## src/rtl/lsu_pkg.sv

```systemverilog
// Shared types and helpers for the load/store sequencer: FSM states, func3
// encodings, fault cause codes and store lane helpers.
package lsu_pkg;

  typedef enum logic [2:0] {
    ST_IDLE  = 3'd0,
    ST_REQ   = 3'd1,
    ST_RESP  = 3'd2,
    ST_DONE  = 3'd3,
    ST_FAULT = 3'd4
  } lsu_state_e;

  localparam logic [2:0] F3_LB  = 3'b000;
  localparam logic [2:0] F3_LH  = 3'b001;
  localparam logic [2:0] F3_LW  = 3'b010;
  localparam logic [2:0] F3_LBU = 3'b100;
  localparam logic [2:0] F3_LHU = 3'b101;
  localparam logic [2:0] F3_SB  = 3'b000;
  localparam logic [2:0] F3_SH  = 3'b001;
  localparam logic [2:0] F3_SW  = 3'b010;

  localparam logic [1:0] CAUSE_NONE     = 2'd0;
  localparam logic [1:0] CAUSE_MISALIGN = 2'd1;
  localparam logic [1:0] CAUSE_ILLEGAL  = 2'd2;
  localparam logic [1:0] CAUSE_TIMEOUT  = 2'd3;

  localparam int unsigned LSU_TIMEOUT_DEFAULT = 255;

  function automatic logic load_func3_ok(input logic [2:0] f3);
    return f3 inside {F3_LB, F3_LH, F3_LW, F3_LBU, F3_LHU};
  endfunction

  function automatic logic store_func3_ok(input logic [2:0] f3);
    return f3 inside {F3_SB, F3_SH, F3_SW};
  endfunction

  // size is func3[1:0]: 00 byte, 01 half, 10 word
  function automatic logic is_misaligned(input logic [1:0] size, input logic [1:0] off);
    case (size)
      2'b01:   return off[0];
      2'b10:   return off != 2'b00;
      default: return 1'b0;
    endcase
  endfunction

  function automatic logic [3:0] store_be(input logic [1:0] size, input logic [1:0] off);
    case (size)
      2'b00:   return 4'b0001 << off;
      2'b01:   return 4'b0011 << off;
      default: return 4'b1111;
    endcase
  endfunction

  function automatic logic [31:0] store_lanes(input logic [1:0] size, input logic [31:0] data);
    case (size)
      2'b00:   return {4{data[7:0]}};
      2'b01:   return {2{data[15:0]}};
      default: return data;
    endcase
  endfunction

endpackage

```

## src/rtl/lsu_load_align.sv

```systemverilog
// Combinational read-lane select and sign/zero extension for loads.
module lsu_load_align
  import lsu_pkg::*;
(
  input  logic [31:0] rdata,
  input  logic [2:0]  func3,
  input  logic [1:0]  offset,
  output logic [31:0] data
);

  logic [7:0]  lane_b;
  logic [15:0] lane_h;

  always_comb begin
    case (offset)
      2'd0:    lane_b = rdata[7:0];
      2'd1:    lane_b = rdata[15:8];
      2'd2:    lane_b = rdata[23:16];
      default: lane_b = rdata[31:24];
    endcase
    lane_h = offset[1] ? rdata[31:16] : rdata[15:0];

    case (func3)
      F3_LB:   data = {{24{lane_b[7]}}, lane_b};
      F3_LBU:  data = {24'd0, lane_b};
      F3_LH:   data = {{16{lane_h[15]}}, lane_h};
      F3_LHU:  data = {16'd0, lane_h};
      default: data = rdata;
    endcase
  end

endmodule

```

## src/rtl/load_store_sequencer.sv

```systemverilog
// Stalls the core around one request/grant data-memory transaction per
// load/store, aligning read data and reporting misalign/illegal/timeout faults.
//
// state    | meaning
// IDLE     | waiting for a load/store; checks it and latches bus fields
// REQ      | bus_req held with constant address/data until bus_gnt
// RESP     | waiting for bus_rvalid (read data or write ack)
// DONE     | access retired; load_valid pulses for loads
// FAULT    | instruction retired without effect; fault pulses with cause
module load_store_sequencer
  import lsu_pkg::*;
#(
  parameter int unsigned TIMEOUT = LSU_TIMEOUT_DEFAULT
) (
  input  logic        clk,
  input  logic        resetn,
  input  logic        mem_read_en,
  input  logic        data_mem_write,
  input  logic [2:0]  func3,
  input  logic [31:0] address,
  input  logic [31:0] store_data,
  output logic        stall,
  output logic [31:0] load_data,
  output logic        load_valid,
  output logic        fault,
  output logic [1:0]  fault_cause,
  output logic        bus_req,
  output logic        bus_we,
  output logic [31:0] bus_addr,
  output logic [31:0] bus_wdata,
  output logic [3:0]  bus_be,
  input  logic        bus_gnt,
  input  logic        bus_rvalid,
  input  logic [31:0] bus_rdata
);

  localparam logic [7:0] TIMEOUT_TC = TIMEOUT[7:0];

  lsu_state_e  state;
  logic [7:0]  tmo_cnt;
  logic [7:0]  tmo_next;
  logic        tmo_hit;
  logic        op_valid;
  logic        op_illegal;
  logic        op_misaligned;
  logic [2:0]  func3_q;
  logic [1:0]  offset_q;
  logic        we_q;
  logic [31:0] aligned_data;

  assign op_valid      = mem_read_en | data_mem_write;
  assign op_misaligned = is_misaligned(func3[1:0], address[1:0]);
  assign tmo_next      = tmo_cnt + 8'd1;
  assign tmo_hit       = (tmo_next == TIMEOUT_TC);

  always_comb begin
    op_illegal = 1'b0;
    if (mem_read_en && data_mem_write) op_illegal = 1'b1;
    else if (data_mem_write)           op_illegal = !store_func3_ok(func3);
    else if (mem_read_en)              op_illegal = !load_func3_ok(func3);
  end

  // Gated by resetn so the core is released the instant reset asserts.
  assign stall = resetn & ((state == ST_REQ) || (state == ST_RESP) ||
                           ((state == ST_IDLE) && op_valid));

  // Aligns the word as it is captured so load_data holds until the next load.
  lsu_load_align u_load_align (
    .rdata  (bus_rdata),
    .func3  (func3_q),
    .offset (offset_q),
    .data   (aligned_data)
  );

  always_ff @(posedge clk or negedge resetn) begin
    if (!resetn) begin
      state       <= ST_IDLE;
      tmo_cnt     <= '0;
      func3_q     <= '0;
      offset_q    <= '0;
      we_q        <= 1'b0;
      load_data   <= '0;
      load_valid  <= 1'b0;
      fault       <= 1'b0;
      fault_cause <= CAUSE_NONE;
      bus_req     <= 1'b0;
      bus_we      <= 1'b0;
      bus_addr    <= '0;
      bus_wdata   <= '0;
      bus_be      <= '0;
    end else begin
      load_valid  <= 1'b0;
      fault       <= 1'b0;
      fault_cause <= CAUSE_NONE;
      case (state)
        ST_IDLE: begin
          tmo_cnt <= '0;
          if (op_valid) begin
            if (op_illegal) begin
              state       <= ST_FAULT;
              fault       <= 1'b1;
              fault_cause <= CAUSE_ILLEGAL;
            end else if (op_misaligned) begin
              state       <= ST_FAULT;
              fault       <= 1'b1;
              fault_cause <= CAUSE_MISALIGN;
            end else begin
              state     <= ST_REQ;
              func3_q   <= func3;
              offset_q  <= address[1:0];
              we_q      <= data_mem_write;
              bus_req   <= 1'b1;
              bus_we    <= data_mem_write;
              bus_addr  <= {address[31:2], 2'b00};
              bus_be    <= data_mem_write ? store_be(func3[1:0], address[1:0]) : 4'b1111;
              bus_wdata <= data_mem_write ? store_lanes(func3[1:0], store_data) : '0;
            end
          end
        end
        ST_REQ: begin
          tmo_cnt <= tmo_next;
          // Terminal count wins over a same-cycle grant: no budget left for RESP.
          if (tmo_hit || bus_gnt) begin
            bus_req   <= 1'b0;
            bus_we    <= 1'b0;
            bus_addr  <= '0;
            bus_wdata <= '0;
            bus_be    <= '0;
            if (tmo_hit) begin
              state       <= ST_FAULT;
              fault       <= 1'b1;
              fault_cause <= CAUSE_TIMEOUT;
            end else begin
              state <= ST_RESP;
            end
          end
        end
        ST_RESP: begin
          tmo_cnt <= tmo_next;
          if (bus_rvalid) begin
            state <= ST_DONE;
            if (!we_q) begin
              load_valid <= 1'b1;
              load_data  <= aligned_data;
            end
          end else if (tmo_hit) begin
            state       <= ST_FAULT;
            fault       <= 1'b1;
            fault_cause <= CAUSE_TIMEOUT;
          end
        end
        ST_DONE:  state <= ST_IDLE;
        ST_FAULT: state <= ST_IDLE;
        default:  state <= ST_IDLE;
      endcase
    end
  end

endmodule

```

## config.mk

```make
export PLATFORM = sky130hd
export DESIGN_NAME = load_store_sequencer
export DESIGN_NICKNAME = d
export VERILOG_FILES = /design/src/rtl/lsu_pkg.sv /design/src/rtl/lsu_load_align.sv /design/src/rtl/load_store_sequencer.sv
export SDC_FILE = /design/constraint.sdc
export NUM_CORES = 1
export LEC_CHECK = 0
export ABC_AREA = 1
export BUFFER_PORTS_ARGS = -buffer_cell sky130_fd_sc_hd__buf_2
export CORE_AREA = 2 2 108 110
export CTS_CLUSTER_SIZE = 24
export DETAILED_ROUTE_END_ITERATION = 7
export DIE_AREA = 0 0 110 112
export PLACE_DENSITY = 0.88
export SLEW_MARGIN = 10
export SYNTH_ARGS = -nofsm -noshare
export SYNTH_HDL_FRONTEND = slang
export SYNTH_SLANG_ARGS = --single-unit
```

## constraint.sdc

```tcl
create_clock -name clk -period 4.6 [get_ports clk]
set_input_delay 0.69 -clock clk [delete_from_list [all_inputs] [get_ports clk]]
set_output_delay 0.69 -clock clk [all_outputs]
set_load 0.02 [all_outputs]
```

==> Word level (Yosys, flattened, before mapping) <==
Cells that the tools add are included.
{ "totals": {"reg_bits": 123, "wordCells": 123} }
{ "classes": {"n_reduce_logical": 22, "n_mux": 60, "n_bitwise": 5, "n_shift": 2, "n_addsub": 1, "eq_ne": 19} }
{ "op_table": {"columns": ["operator", "n"], "rows": [
  ["$mux W32", 8],
  ["$pmux W32 S2", 3],
  ["$pmux W32 S4", 1],
  ["$pmux W8 S3", 1],
  ["$mux W3", 7],
  ["$mux W1", 20],
  ["$mux W4", 5],
  ["$mux W16", 1],
  ["$pmux W4 S2", 2],
  ["$pmux W8 S2", 1],
  ["$eq A3 B3 Y1 const B", 4],
  ["$mux W2", 5],
  ["$eq A3 B1 Y1 const B", 3],
  ["$logic_not A3 Y1", 3],
  ["$pmux W3 S3", 1],
  ["$add A8 B1 Y8 const B", 1],
  ["$eq A8 B8 Y1 const B", 1],
  ["$eq A3 B2 Y1 const B", 2],
  ["$ne A2 B2 Y1 const B", 3],
  ["$pmux W1 S2", 3],
  ["$pmux W2 S3", 1],
  ["$reduce_and A3 Y1", 2],
  ["$reduce_bool A2 Y1", 3],
  ["$reduce_and A5 Y1", 1],
  ["18 further kinds", 27]
]} }

==> Logic depth before layout (Yosys ltp) <==
{ "logic_depth": {"depth_word": 9, "ltp_mapped": 14} }

==> By module <==
Synthesis repeated with hierarchy kept, for this count alone.
{ "unflattened": {"cells_unflattened": 856, "hier_area_um2": 6540.0} }
{ "by_module_without_submodules": {"columns": ["mod", "cells_each", "area_each_um2", "seq_area_each_um2", "instances"], "rows": [
  ["load_store_sequencer", 663, 5572.8, 3027.9, 1],
  ["lsu_load_align", 193, 967.2, 0.0, 1]
]} }

==> Least setup slack after synthesis <==
Ideal clock, no wire load.
{ "synth_timing": {"path_type": "input-to-reg", "from": "input func3[0]", "to": "register bus_addr[10]", "arrival_time_ns": 2.062, "cell_stages": 13, "slack_ns": 2.420, "path_buffers": 3, "cell_sequence": "inv_1 ha_1 buf_2 nor2_1 nand2_1 o21ai_1 nor2_2 nand2_2 inv_2 buf_2 buf_2 nand2_1 nand2_1"} }
{ "synth_via": {"elab_chain_len": 8, "word_cells_on_any_way": 18, "classes_between": "eq/ne (8); mux (4); reduce/logical (6)"} }
{ "synth_rtl": {"columns": ["item", "line", "rtl"], "rows": [
  ["start, declared", "load_store_sequencer.sv:19", "input logic [2:0] func3,"],
  ["$eq A3 B1 Y1, or another cell as far along", "lsu_pkg.sv:30, lsu_pkg.sv:34", null],
  ["$reduce_bool A5 Y1", "lsu_pkg.sv:30", "return f3 inside {F3_LB, F3_LH, F3_LW, F3_LBU, F3_LHU};"],
  ["$logic_not A1 Y1", "load_store_sequencer.sv:60", "else if (mem_read_en) op_illegal = !load_func3_ok(func3);"],
  ["$mux W1", "load_store_sequencer.sv:60", null],
  ["$mux W1", "load_store_sequencer.sv:59", "else if (data_mem_write) op_illegal = !store_func3_ok(func3);"],
  ["$mux W1", "load_store_sequencer.sv:58", "if (mem_read_en && data_mem_write) op_illegal = 1'b1;"],
  ["$ne A2 B2 Y1 (no line)", null, null],
  ["$reduce_and A5 Y1 (no line) *", null, null],
  ["end signal, assigned", "load_store_sequencer.sv:114", "bus_addr <= {address[31:2], 2'b00};"],
  ["end, declared", "load_store_sequencer.sv:29", "output logic [31:0] bus_addr,"]
]} }
Every way passes the cells marked *; elsewhere a longest branch is shown, timed or not.
A chain may end at the register's enable or synchronous reset.

==> Worst setup path after layout <==
{ "layout_timing": {"from": "input func3[1]", "to": "register we_q"} }
{ "layout_via": {"elab_chain_len": 8, "word_cells_on_any_way": 18, "classes_between": "eq/ne (6); mux (4); bitwise (2); reduce/logical (6)"} }
{ "layout_rtl": {"columns": ["item", "line", "rtl"], "rows": [
  ["$eq A3 B1 Y1, or another cell as far along", "lsu_pkg.sv:30, lsu_pkg.sv:34", null],
  ["$reduce_bool A5 Y1", "lsu_pkg.sv:30", null],
  ["$logic_not A1 Y1", "load_store_sequencer.sv:60", null],
  ["$mux W1", "load_store_sequencer.sv:60", null],
  ["$mux W1", "load_store_sequencer.sv:59", null],
  ["$mux W1", "load_store_sequencer.sv:58", null],
  ["$not A1 Y1 (no line)", null, null],
  ["$reduce_and A4 Y1 (no line) *", null, null],
  ["end signal, assigned", "load_store_sequencer.sv:111", "we_q <= data_mem_write;"],
  ["end, declared", "load_store_sequencer.sv:48", "logic we_q;"]
]} }
Marks and branches as above.

==> out/results.txt <==
First-pass GRT wire length - 26100 µm
Largest net degree at the start of global routing - 69
Hold crit path type - in -> async
Outcome - completed
Die X - 110 µm
Clock buffer count from CTS - 17
Routed Antenna Nets - 0
Synth Warn # - 0
Max-Cap Viols - 0
CTS tree - built
Sinks on Clock Net - 121
Kind of start point of the critical path - input pin
Async set or reset register ratio after synthesis - 100%
WL/cell - 15.3 µm
Die Height - 112 µm
Worst-Margin Slew - 949 ps
Resized cells post-CTS - 0
Req. time, crit path - 4870 ps
RSZ-0062 raised after global routing - false
Clock Tree Root - clkbuf_16
Flop-to-flop setup slack - 2090 ps
Overflow after GRT - 0
Via Count - 5821
CP Capture Type - flip-flop
DRT Pass-1 Iters - 5
Initial DRC count - 547
Proportion of layout cells with a drive suffix above 1 - 27.2%
Hold Buf Count CTS - 0
Post-synth EDFFs - 0
Synth top area share - 51.8%
Vias in the first global route - 5403
I/O Pins - 212
Setup CP Type - in -> reg
Fin. Hold Viols - 0
Biggest cell delay along the critical path - 710 ps
Final worst path period need - 2880 ps
GR Util All Layers - 27.3%
Max Transition Viols Final - 0
Total Wirelength - 16600 µm
Number of cell rows - 39
Reg-to-reg endpoint - we_q
Final GP Congestion - 0.864
Part of the cycle the worst path needs - 62.7%
Largest delay share family, worst path - buffers and inverters
Main synth FF type - dfrtp_1
Yosys cell types - 31
H-tree depth - 4
DP HPWL - 11500 µm
Post-Syn Area per Cell - 7.97 µm²
Clock Pin Slew Worst Setup and Hold Paths - 60 ps
P per Cell Area - 709 nW/µm²
Worst IR Drop VDD - 0.000350 V
CP bufs+invs - 3
Most frequent cells after synthesis - 266 x nand2_1, 121 x dfrtp_1, 84 x nand3_1
Vias per inst - 5.37
Die area - 12300 µm²
Clock Latency Late Sink - 410 ps
Max-slew headroom - 36.8%
Mapped cell area - 5850 µm²
Initial core utilization - 52.3%
# port buffers - 209
Number of synthesized register bits - 121
Synthesis-to-layout area growth - 28.1%
Initial antenna violation count - 2
R2R Path Start - state[0]
Crit-path cells - buf_2 -> inv_1 -> ha_1 -> nor2_1 -> nand2_1 -> o21ai_1 -> nor2_2 -> nand2_2 -> inv_2 -> o21ai_0
Slowest-stage cell, CP - inv_2
Core area - 11200 µm²
Leak - 4.14 nW
Critical path arrival - 3150 ps
Post-route worst setup slack - 1720 ps
Ranking of synthesized cells by area - dfrtp_1 52%, nand2_1 17%, nand3_1 7.2%, inv_1 3.3%, o21ai_0 2.9%
Fin Clk Skew - 8.61 ps
Fmax - 347 MHz
TNS Setup - 0 ps
# setup viols final - 0
R2R cell count - 6
Postcts setup bufs - 0
Sequential-to-total area share from yosys stat - 51.8%
DRC - 0
Fin nets - 1036
Clk buf depth - 2
Critical Path Fanout Max - 41
Yosys top cell by area - dfrtp_1
Top-count cell post-synth - nand2_1
Gate Count Post-Synth - 734
Post-Place Worst Slack - 1350 ps
Worst hold slack - 355 ps
-- sequential cells by signal, indices dropped and copies added (netlist names), 2 cells and up --
signal,flops
bus_wdata,32
load_data,32
bus_addr,30
tmo_cnt,8
bus_be,4
func3_q,3
state,3
fault_cause,2
offset_q,2
-- power breakdown --
| group | total (mW) | internal [mW] | switching, mW |
|---|---|---|---|
| Clock | 1.34 | 0.874 | 0.465 |
| Combinational | 2.12 | 0.683 | 1.44 |
| Sequential | 1.85 | 1.53 | 0.320 |
| Total | 5.31 | 3.09 | 2.22 |
-- metrics by stage --
| stage | power (mW) | util [%] | instances | cell area, µm² |
|---|---|---|---|---|
| 2_1_floorplan | 3.22 | - | 735 | 5850 |
| 3_3_place_gp | 3.90 | 61.7 | 1050 | 6900 |
| 3_5_place_dp | 3.97 | 61.7 | 1050 | 6900 |
| 4_1_cts | 5.32 | 67.0 | 1081 | 7490 |
| 5_1_grt | 5.66 | 67.0 | 1083 | 7490 |
| 6_report | 5.31 | 67.0 | 1083 | 7490 |
-- per-layer routing --
layer	routed length, µm	global-route usage [%]	vias to the layer above	part of all wire (%)
li1	-	-	2792	-
met1	6700	34.4	2690	40
met2	8010	44.0	296	48
met3	1350	7.14	43	8.1
met4	497	11.6	0	3.0
met5	0	0	-	0
-- worst max path at each step --
stage	startpoint	slack (ps)	depth (start not counted)	to
detailed placement	func3[1]	1350	10	func3_q[2]
global placement	func3[1]	1430	10	func3_q[2]
finish	func3[1]	1720	10	we_q
CTS	func3[1]	1750	10	we_q
global route	func3[1]	1490	11	bus_addr[8]
floorplan	func3[0]	2420	13	bus_addr[10]
-- cells by family (layout without fill, tap and decap cells) --
family,count (synthesis),after routing,share of synthesized area (%)
adder cells (fa/ha/maj),5,5,1.07
AO/OA/AOI/OAI,118,118,12.2
buffers and inverters,98,301,7.34
other,1,4,0.0641
flip-flops,121,121,51.8
AND/OR/NAND/NOR,391,391,27.5
-- cell usage in the layout, fill, tap and decap left out, drive strengths merged, types with 4 or more instances in the layout --
master  instances
nand2         269
buf           214
dfrtp         121
nand3          85
inv            55
o21ai          39
nor2           32
a21oi          24
clkbuf         23
o211ai         22
o22ai          20
a221oi          7
ha              5
clkinv          4
-- final cells by class --
class	count	area, µm²
clock inverter	8	120
tap	143	179
fill	932	3680
timing repair buffer	214	1090
clock buffer	23	468
multi-input combinational	516	2390
inverter	56	210
sequential	121	3030
antenna	2	5.00
(Power assumes the default switching activity.)
